--- src/rtl/inst_loader.sv ---
// Program loader: packs a host byte stream into 32-bit words and fills imem from address 0, then releases the core.
// Define LOADER_CHECKSUM_EN to require a trailing checksum word after the end sentinel.
module inst_loader #(
  parameter int          ADDR_W     = 8,
  parameter bit          BIG_ENDIAN = 1'b1,
  parameter logic [31:0] END_WORD   = 32'hFFFF_FFFF
) (
  input  logic              clk,
  input  logic              reset,
  input  logic              start,
  input  logic              byte_valid,
  input  logic [7:0]        byte_data,
  output logic              byte_ready,
  output logic              imem_we,
  output logic [ADDR_W-1:0] imem_addr,
  output logic [31:0]       imem_wdata,
  output logic [ADDR_W:0]   word_count,
  output logic              core_valid,
  input  logic              opr_finished,
  output logic              busy,
  output logic              done,
  output logic              err,
  output logic [2:0]        dbg_state
);

  typedef enum logic [2:0] {
    S_IDLE  = 3'd0,
    S_LOAD  = 3'd1,
    S_RUN   = 3'd2,
    S_DONE  = 3'd3,
    S_ERR   = 3'd4
`ifdef LOADER_CHECKSUM_EN
    , S_CHECK = 3'd5
`endif
  } state_t;

`ifdef LOADER_CHECKSUM_EN
  localparam state_t S_POST_END = S_CHECK;
`else
  localparam state_t S_POST_END = S_RUN;
`endif
  localparam logic [ADDR_W:0] ONE = {{ADDR_W{1'b0}}, 1'b1};

  state_t      state, state_nx;
  logic [1:0]  byte_idx;
  logic [23:0] held;
  logic [31:0] word;
  logic        accept, last_byte, is_end, full, load_go, do_write;

  // Handshake: a byte transfers on any rising edge with byte_valid && byte_ready;
  // byte_ready depends on state only, never on byte_valid.
  assign accept    = byte_valid && byte_ready;
  assign last_byte = accept && (byte_idx == 2'd3);
  assign word      = BIG_ENDIAN ? {held, byte_data} : {byte_data, held};
  assign is_end    = (word == END_WORD);
  assign full      = word_count[ADDR_W];
  assign load_go   = start && (state == S_IDLE || state == S_DONE || state == S_ERR);
  assign do_write  = last_byte && (state == S_LOAD) && !is_end && !full;
  assign dbg_state = state;

`ifdef LOADER_CHECKSUM_EN
  logic [31:0] acc;

  always_ff @(posedge clk or negedge reset) begin
    if (!reset)        acc <= '0;
    else if (load_go)  acc <= '0;
    else if (do_write) acc <= acc + word;
  end
`endif

  always_ff @(posedge clk or negedge reset) begin
    if (!reset) state <= S_IDLE;
    else        state <= state_nx;
  end

  always_comb begin
    state_nx = state;
    case (state)
      S_IDLE, S_DONE, S_ERR: if (start) state_nx = S_LOAD;
      S_LOAD: begin
        if (last_byte) begin
          if (is_end)    state_nx = (word_count == '0) ? S_ERR : S_POST_END;
          else if (full) state_nx = S_ERR;
        end
      end
`ifdef LOADER_CHECKSUM_EN
      S_CHECK: if (last_byte) state_nx = (word == acc) ? S_RUN : S_ERR;
`endif
      S_RUN: if (opr_finished) state_nx = S_DONE;
      default: state_nx = S_IDLE;
    endcase
  end

  always_comb begin
    byte_ready = 1'b0;
    core_valid = 1'b0;
    busy       = 1'b0;
    done       = 1'b0;
    err        = 1'b0;
    case (state)
      S_LOAD: begin byte_ready = 1'b1; busy = 1'b1; end
`ifdef LOADER_CHECKSUM_EN
      S_CHECK: begin byte_ready = 1'b1; busy = 1'b1; end
`endif
      S_RUN:  begin core_valid = 1'b1; busy = 1'b1; end
      S_DONE: done = 1'b1;
      S_ERR:  err = 1'b1;
      default: ;
    endcase
  end

  // held keeps the first three bytes already placed so the 4th byte completes the word combinationally.
  always_ff @(posedge clk or negedge reset) begin
    if (!reset) begin
      byte_idx   <= '0;
      held       <= '0;
      word_count <= '0;
      imem_we    <= 1'b0;
      imem_addr  <= '0;
      imem_wdata <= '0;
    end else begin
      imem_we <= 1'b0;
      if (load_go) begin
        byte_idx   <= '0;
        held       <= '0;
        word_count <= '0;
      end else if (accept) begin
        byte_idx <= byte_idx + 2'd1;
        held     <= BIG_ENDIAN ? {held[15:0], byte_data} : {byte_data, held[23:8]};
        if (do_write) begin
          imem_we    <= 1'b1;
          imem_addr  <= word_count[ADDR_W-1:0];
          imem_wdata <= word;
          word_count <= word_count + ONE;
        end
      end
    end
  end

endmodule

--- config.mk ---
export PLATFORM = sky130hd
export DESIGN_NAME = inst_loader
export DESIGN_NICKNAME = d
export VERILOG_FILES = /design/src/rtl/inst_loader.sv
export SDC_FILE = /design/constraint.sdc
export NUM_CORES = 1
export LEC_CHECK = 0
export ABC_AREA = 1
export CORE_MARGIN = 5
export CORE_UTILIZATION = 30
export CTS_BUF_LIST = sky130_fd_sc_hd__clkbuf_2
export CTS_CLUSTER_SIZE = 14
export DETAILED_ROUTE_END_ITERATION = 10
export MAX_ROUTING_LAYER = met4
export PLACE_DENSITY = 0.63
export SETUP_SLACK_MARGIN = 0.2
export SLEW_MARGIN = 0
export SYNTH_ARGS = -nofsm -noshare
export SYNTH_HDL_FRONTEND = slang
export SYNTH_SLANG_ARGS = --single-unit
--- constraint.sdc ---
create_clock -name clk -period 2.2 [get_ports clk]
set_input_delay 0.44 -clock clk [delete_from_list [all_inputs] [get_ports clk]]
set_output_delay 0.44 -clock clk [all_outputs]
set_load 0.1 [all_outputs]
### Yosys cells after proc, flatten, opt, wreduce, memory -nomap -nowiden

Cells that the tools add are included.

| cells by class | value |
|---|---|
| add/subtract/negate cells | 2 |
| equality and inequality tests | 10 |
| muxes and demuxes | 22 |
| bitwise logic cells | 1 |
| reduce and logical (&&, ||, !) cells | 19 |

Operator list:

| cell | number |
|---|---|
| 24-bit 2-to-1 mux | 2 |
| 32-bit equality test (second input constant) | 1 |
| 9-bit 2-to-1 mux | 3 |
| 3-bit 2-to-1 mux | 6 |
| 9-bit by 1-bit adder with 9-bit output (second input constant) | 1 |
| 9-bit zero test | 1 |
| 3-bit one-hot mux with 3 select lines | 1 |
| 1-bit 2-to-1 mux | 8 |
| 3-bit by 2-bit equality test with 1-bit output (second input constant) | 2 |
| 1-bit logical AND | 6 |
| 2-bit inequality test (second input constant) | 3 |
| 2-bit 2-to-1 mux | 2 |
| 4-bit AND reduction | 1 |
| 2-bit nonzero test | 2 |
| 3-bit by 1-bit equality test with 1-bit output (second input constant) | 1 |
| 3-bit equality test (second input constant) | 1 |
| 3-bit zero test | 1 |
| 3-bit inequality test (second input constant) | 1 |
| 3-bit AND reduction | 1 |
| 3-bit OR reduction | 1 |
| 2-bit by 1-bit adder with 2-bit output (second input constant) | 1 |
| 2-bit equality test (second input constant) | 1 |
| 1-bit zero test | 2 |
| 1-bit logical OR | 2 |
| other kinds (3) | 3 |

| word-level totals | value |
|---|---|
| flip-flop bits (word level) | 79 |
| output and inout bits | 58 |
| logic and storage cells | 61 |

### Longest topological paths before layout

| logic depth | value |
|---|---|
| word-level depth | 10 |
| mapped depth | 11 |

### Worst setup path after synthesis

OpenSTA, ideal clock, no wires.

| path | value |
|---|---|
| kind | flip-flop to output port |
| from | reg state[2], in the netlist dbg_state[2] |
| to | out err |
| arrival | 2418 ps |
| setup slack | -658 ps |
| stages on the path, launching flop included | 3 |
| buffers on the path | 0 |
| path through | dfrtp_1 inv_1 nor2_1 |

| on the way | value |
|---|---|
| cells in the longest elaborated chain, start to end | 2 |

Ends and longest elaborated chain:

| element | RTL line | text |
|---|---|---|
| start, declared | 44 | `state_t state, state_nx;` |
| start signal, assigned | 73 | `else state <= state_nx;` |
| 3-bit equality test | 100 | `case (state)` |
| 1-bit 2-to-1 mux | 100 |  |
| end, declared | 22 | `output logic err,` |

Every way passes these cells.

### Worst setup path after layout

| path | value |
|---|---|
| from | reg state[0], in the netlist dbg_state[0] |
| to | out byte_ready |

| on the way | value |
|---|---|
| cells in the longest elaborated chain, start to end | 2 |

Ends and longest elaborated chain:

| element | RTL line | text |
|---|---|---|
| 3-bit by 1-bit equality test with 1-bit output | 100 |  |
| 1-bit 2-to-1 mux | 100 |  |
| end, declared | 13 | `output logic byte_ready,` |

Every way passes these cells.

==> flow_summary.ini <==
[detailed_routing]
wl_per_cell_um = 13.7
dr_total_vias = 2707
wl_um = 8170
drtIter0Drc = 122
viasPerCell = 4.54
antenna_left = 0
first_pass_iters = 4
post-route-drc-count = 0

[place]
place_hpwl_um = 5870
dp.cells = 571
pre_cts_ws_ns = 0.115
port_buffers = 70
place.gp.congestion = 0.875

[sta]
fin_skew_ns = 0.0142
tightest_slew_ns = 0.511
relSlewSlack = 0.659
period_share = 0.917
rsz0062_at_grt = true
period_needed_ns = 2.02
hold_ws_ns = 0.370
setup-violations-final = 0
finalMaxSlewViolations = 0
setup_tns_ns = 0
fmax_mhz = 495
hold_viol = 0
fin_ws_ns = 0.182

[floorplanning]
die_height_um = 116
start_util = 0.308
core_um2 = 10900
io-pin-count = 71
std_cell_rows = 38
die-area_um2 = 13400
die_w_um = 116

[global_route]
grt_overflow = 0
antenna_found_initial = 0
grt_max_degree = 45
grt_first_pass_wirelength_um = 13400
grt_use_total = 0.132
grt_pass1_vias = 2681

[critical_path]
start_kind = register
reg2reg_slack_ns = 0.40
rr_startpoint = dbg_state[2]
slowest_stage = dfrtp_4
cp_top_family = flip-flops
r2r_cells = 10
path_class = reg2out
crit_required_ns = 1.76
cp.depth = 5
worst-path-buf-inv = 3
worstPathArrival_ns = 1.58
slowest_delay_ns = 0.55
cp_max_fo = 3
r2r-end = imem_wdata[7]
path_cells = inv_6 -> nor2_4 -> nand2_4 -> clkinvlp_4 -> buf_12
end_kind = primary output

[yosys]
syn_nets = 384
syn_inst = 368
syn_avg_cell_area_um2 = 9.10
ys_warn_count = 0
synth-seq-cells = 79
netlist_area_um2 = 3350
seq_area_frac_synth = 0.590
async_flop_share = 1.00
synthFlopType = dfrtp_1
synth_edf_count = 0
yosysUniqueCellTypes = 26

[clock_network]
cts_buffers = 9
clk_transition_reported_paths_ns = 0.22
clock_latency_ns = 0.53
clock_path_buffers = 2
cts_root_buf = clkbuf_2
cts_max_level = 3
clock_sinks = 79
tritoncts = built

[layout]
fin_cells = 596
drive_gt1_frac = 0.261
area_growth_syn_to_layout_pct = 30.4
diodes = 0
fin_nets = 468
layout_commonest_cell = nand2_1
final_cell_mix = 86 x nand2_1, 74 x dfrtp_1, 66 x buf_4

[pwr]
peakVddDrop_uv = 837
finalPower_uw = 6360
power_density_nw_per_um2 = 1450
p_leak_uw = 0.00208

[run]
drv_cap = 0

[min_path]
min_path_type = in2async

[status]
status = complete, no violations
==> layer usage <==
| layer | wire, um | share of wire | GRT usage | vias up |
|---|---|---|---|---|
| met3 | 500 | 0.061 | 0.0386 | 14 |
| met2 | 3630 | 0.44 | 0.192 | 63 |
| li1 | - | - | - | 1359 |
| met5 | 0 | 0 | - | - |
| met1 | 3880 | 0.47 | 0.177 | 1271 |
| met4 | 158 | 0.019 | 0.0456 | 0 |
==> metrics by stage <==
step	area, um2	utilization
after global placement	4180	0.384
after floorplan	3400	-
final	4370	0.401
after detailed placement	4180	0.384
after CTS	4350	0.399
after global routing	4370	0.401
==> cell usage after synthesis, types with 2 or more instances <==
cell	n	area share
o22ai_1	24	0.045
buf_2	10	0.015
nor2_4	2	0.0067
nand3_1	13	0.019
dfrtp_1	79	0.59
nor2_1	18	0.020
nand2_1	90	0.10
a21oi_1	3	0.0045
ha_1	3	0.011
nand2_2	3	0.0056
inv_1	51	0.057
o21ai_0	3	0.0045
buf_4	2	0.0045
o21ai_1	46	0.069
nand4_1	3	0.0056
xor2_1	3	0.0078
nor2_2	2	0.0037
nor3_1	2	0.0030
inv_2	4	0.0045
==> flip-flops by register name (all words and copies together), names as in the netlist <==
signal	cells
word_count	9
dbg_state	3
held	24
imem_addr	8
imem_we	1
imem_wdata	32
byte_idx	2
==> kinds of logic (layout without fill, tap and decap cells) <==
| kind of cell | Yosys count | after routing | share of synthesized area |
|---|---|---|---|
| XOR/XNOR | 3 | 3 | 0.00785 |
| buffers and inverters | 68 | 156 | 0.0844 |
| AO/OA/AOI/OAI | 80 | 80 | 0.134 |
| adder cells (fa/ha/maj) | 3 | 3 | 0.0112 |
| flip-flops | 79 | 79 | 0.590 |
| AND/OR/NAND/NOR | 135 | 135 | 0.173 |
==> how the worst max path moves through the flow <==
stage	start	endpoint	slack, ns
after floorplan	dbg_state[0]	dbg_state[2]	0.20
after global placement	byte_data[0]	imem_wdata[7]	0.18
after detailed placement	byte_data[0]	imem_wdata[7]	0.12
after CTS	dbg_state[0]	byte_ready	0.17
after global routing	dbg_state[2]	byte_ready	0.13
final	dbg_state[0]	byte_ready	0.18
==> where the power goes <==
part,internal [uW],switching [uW],total (uW)
Combinational,898,2720,3620
Clock,146,524,670
Sequential,1820,245,2070
Total,2870,3490,6360
==> cell type report <==
type | instances | area (um2)
clock buffers | 10 | 50.0
inverters | 55 | 218
repair buffers | 86 | 767
well taps | 140 | 175
fillers | 1071 | 6520
flip-flops and latches | 79 | 1990
clock inverters | 5 | 35.0
multi-input cells | 221 | 1130
==> what timing repair did <==
item	in CTS	in global routing
endpoints found under the setup margin	5	5
resized for setup	8	2
setup buffers	7	2
hold buffers	1	0
hold endpoints to repair	38	0
pin swaps	4	2
(Power assumes the default switching activity.)
==> variant, RTL diff (config.mk and constraints unchanged) <==
Build with the macro `LOADER_CHECKSUM_EN` defined.
--- a/src/rtl/inst_loader.sv
+++ b/src/rtl/inst_loader.sv
@@ -2,2 +2,4 @@
 // Define LOADER_CHECKSUM_EN to require a trailing checksum word after the end sentinel.
+`define LOADER_CHECKSUM_EN
+
 module inst_loader #(
Check against the original RTL: no difference found for any inputs over 4 cycles, from zero or initial values and one cycle with reset low; that may be too few to reach the edited logic, so the function may still have changed.
==> variant against the original RTL <==
- total power is 30% higher
- core utilization down 0.49 points
- non-clock buffer count grew 77
- synthesized cell count rose to 2.8 times the old value
- wire length grew to 2.6 times the old value
- register-to-register slack worse by 0.12 ns
- critical path depth is 2 lower
- area after synthesis up 120%
- final cell count rose to 2.5 times the old value
- setup slack worse by 0.16 ns
- sequential power rose by 35%
- global-route usage grew 2.4 points
- sequential cell count is 32 higher
- design area up 120%
- critical path type unchanged
- highest routed layer unchanged
==> variant: results (changes against the original RTL) <==
status complete, no violations (unchanged); final setup skew 0.01930 ns (was 0.01420 ns); CP Max Fanout 4 (was 3); initial antenna violation count 1 (was 0); Yosys cell types 37 (was 26); post-DP HPWL 16460 um (was 5868 um); syn_nets 1076 (was 384); HP Class primary input to asynchronous set/reset pin (unchanged); Synth Area in Compound Gates 8.534% (was 13.37%); Clock Latency Late Sink 0.63 ns (was 0.53 ns); fraction of synthesized cell area in xor and xnor cells 2.015% (was 0.7845%); Clock transition at path regs 0.33 ns (was 0.22 ns); CP max-delay cell dfrtp_4 (unchanged); CTS max path bufs 2 (unchanged); Hold Slack 0.1636 ns (was 0.3697 ns); sequential element share of the synthesized area 37.59% (was 59.02%); worst reg2reg setup slack 0.28 ns (was 0.40 ns); Port Buffers 70 (unchanged); Placer Congestion 0.9223 (was 0.8752); maximum vdd drop 0.7109 mV (was 0.8375 mV); post-synthesis mux area share 0% (unchanged); Primary FF master, synth dfrtp_1 (unchanged); largest net degree at the start of global routing 57 (was 45); Final nets 1225 (was 468); H-tree Lvls 3 (unchanged); slew margin rel. 65.88% (was 65.90%); reg-to-reg endpoint acc[1]$_DFFE_PN0P_ (was imem_wdata[7]$_DFFE_PN0P_); biggest regs acc (32), imem_wdata (32), held (24) (was imem_wdata (32), held (24), word_count (9)); vias in the first global route 6679 (was 2681); Detailed Route Iter0 Violations 469 (was 122); Arrival @ worst endpoint 1.74 ns (was 1.58 ns); Synth area leaders dfrtp_1 38%, nand2_1 18%, inv_1 9.3%, ha_1 5.8%, nand3_1 4.8% (was dfrtp_1 59%, nand2_1 10%, o21ai_1 6.9%, inv_1 5.7%, o22ai_1 4.5%); share of layout cells above drive strength 1 27.50% (was 26.10%); Ys Warns 0 (unchanged); Worst Setup SP dbg_state[1]$_DFFE_PN0P_ (was dbg_state[0]$_DFFE_PN0P_); asr flop ratio synth 100.0% (unchanged); post-layout minimum cycle time 2.178 ns (was 2.018 ns); CTS buffer count 9 (unchanged); leakage power 5.177 nW (was 2.080 nW); via count 6858 (was 2707); Total Wirelength 21490 um (was 8167 um); fillers 2483 (was 1071); clk root buf clkbuf_2 (unchanged); P_int 0.004073 W (was 0.002865 W); 1st-pass router iterations 6 (was 4); most frequent cells after synthesis 345 x nand2_1, 184 x inv_1, 111 x dfrtp_1, 71 x nand3_1, 64 x nor2_1 (was 90 x nand2_1, 79 x dfrtp_1, 51 x inv_1, 46 x o21ai_1, 24 x o22ai_1); Slowest Stage Delay on Critical Path 0.59 ns (was 0.55 ns); global-route wire length before repair 34440 um (was 13450 um); placed cell area 8861 um2 (was 4180 um2); All-Layer GR Usage 15.55% (was 13.19%); Worst R2R Path Depth 10 (unchanged); adder-cell share of the synthesized area 6.028% (was 1.121%); RR Startpoint held[18]$_DFFE_PN0N_ (was dbg_state[2]$_DFFE_PN0P_)
-- variant: per-layer routing --
| layer | GRT usage, % | part of all wire [%] | vias to the layer above |
|---|---|---|---|
| met5 | - | 0 | - |
| met4 | 3.700 | 1.3 | 0 |
| met3 | 1.872 | 4.8 | 16 |
| met2 | 26.03 | 49 | 148 |
| met1 | 20.21 | 45 | 3192 |
| li1 | - | - | 3502 |
-- variant: area by class of cell --
class / count / area, um2 / area share, %
clock buffers: 9 / 45.04 / 0.4673
clock inverters: 7 / 65.06 / 0.6750
flip-flops and latches: 111 / 2800 / 29.05
inverters: 194 / 747.0 / 7.749
well taps: 324 / 405.4 / 4.206
multi-input cells: 698 / 4118 / 42.72
diodes: 1 / 2.502 / 0.02596
repair buffers: 163 / 1456 / 15.11
-- variant: power by group through the flow --
stage                     registers [W]  logic (W)  clock network [W]
final                           0.00279    0.00451           0.000951
after global routing            0.00284    0.00482            0.00105
after CTS                       0.00279    0.00419           0.000974
after detailed placement        0.00283    0.00400                  0
after global placement          0.00283    0.00397                  0
after floorplan                 0.00376    0.00184                  0
-- variant: through the flow --
step / power [W] / setup WS, ns / instances
global route: 0.008709 / -0.08594 / 1507
finish: 0.008250 / 0.02232 / 1507
CTS: 0.007951 / -0.01460 / 1486
detailed placement: 0.006827 / -0.3680 / 1458
global placement: 0.006803 / -0.3155 / 1458
floorplan: 0.005601 / -0.08404 / 1028
-- variant: worst max path at each step --
stage,depth (start not counted),end,slack (ns)
2_1_floorplan,9,word_count[0]$_DFFE_PN0P_,-0.08
3_3_place_gp,14,acc[20]$_DFFE_PN0P_,-0.32
3_5_place_dp,14,acc[20]$_DFFE_PN0P_,-0.37
4_1_cts,3,err,-0.01
5_1_grt,5,core_valid,-0.09
6_report,3,err,0.02
-- variant: logic make-up after synthesis --
logic type / count (synthesis)
DFF: 111
and+or+nand+nor: 544
buffers and inverters: 220
AOI/OAI and AO/OA: 101
xor gates and xnor gates: 17
adders and majority gates: 35
-- variant: worst max-delay path: cells and delay by family (launching register included) --
family / cells / cell delay [ns]
flip-flops: 1 / 0.59
buffers and inverters: 2 / 0.38
AND/OR/NAND/NOR: 1 / 0.15
-- variant: timing repair --
item	4_1_cts	5_1_grt
hold endpoints to repair	89	0
hold buffers	1	0
cloned	1	1
setup buffers	10	19
gates resized for setup	17	85
pin swaps	3	9
endpoints found under the setup margin	18	59
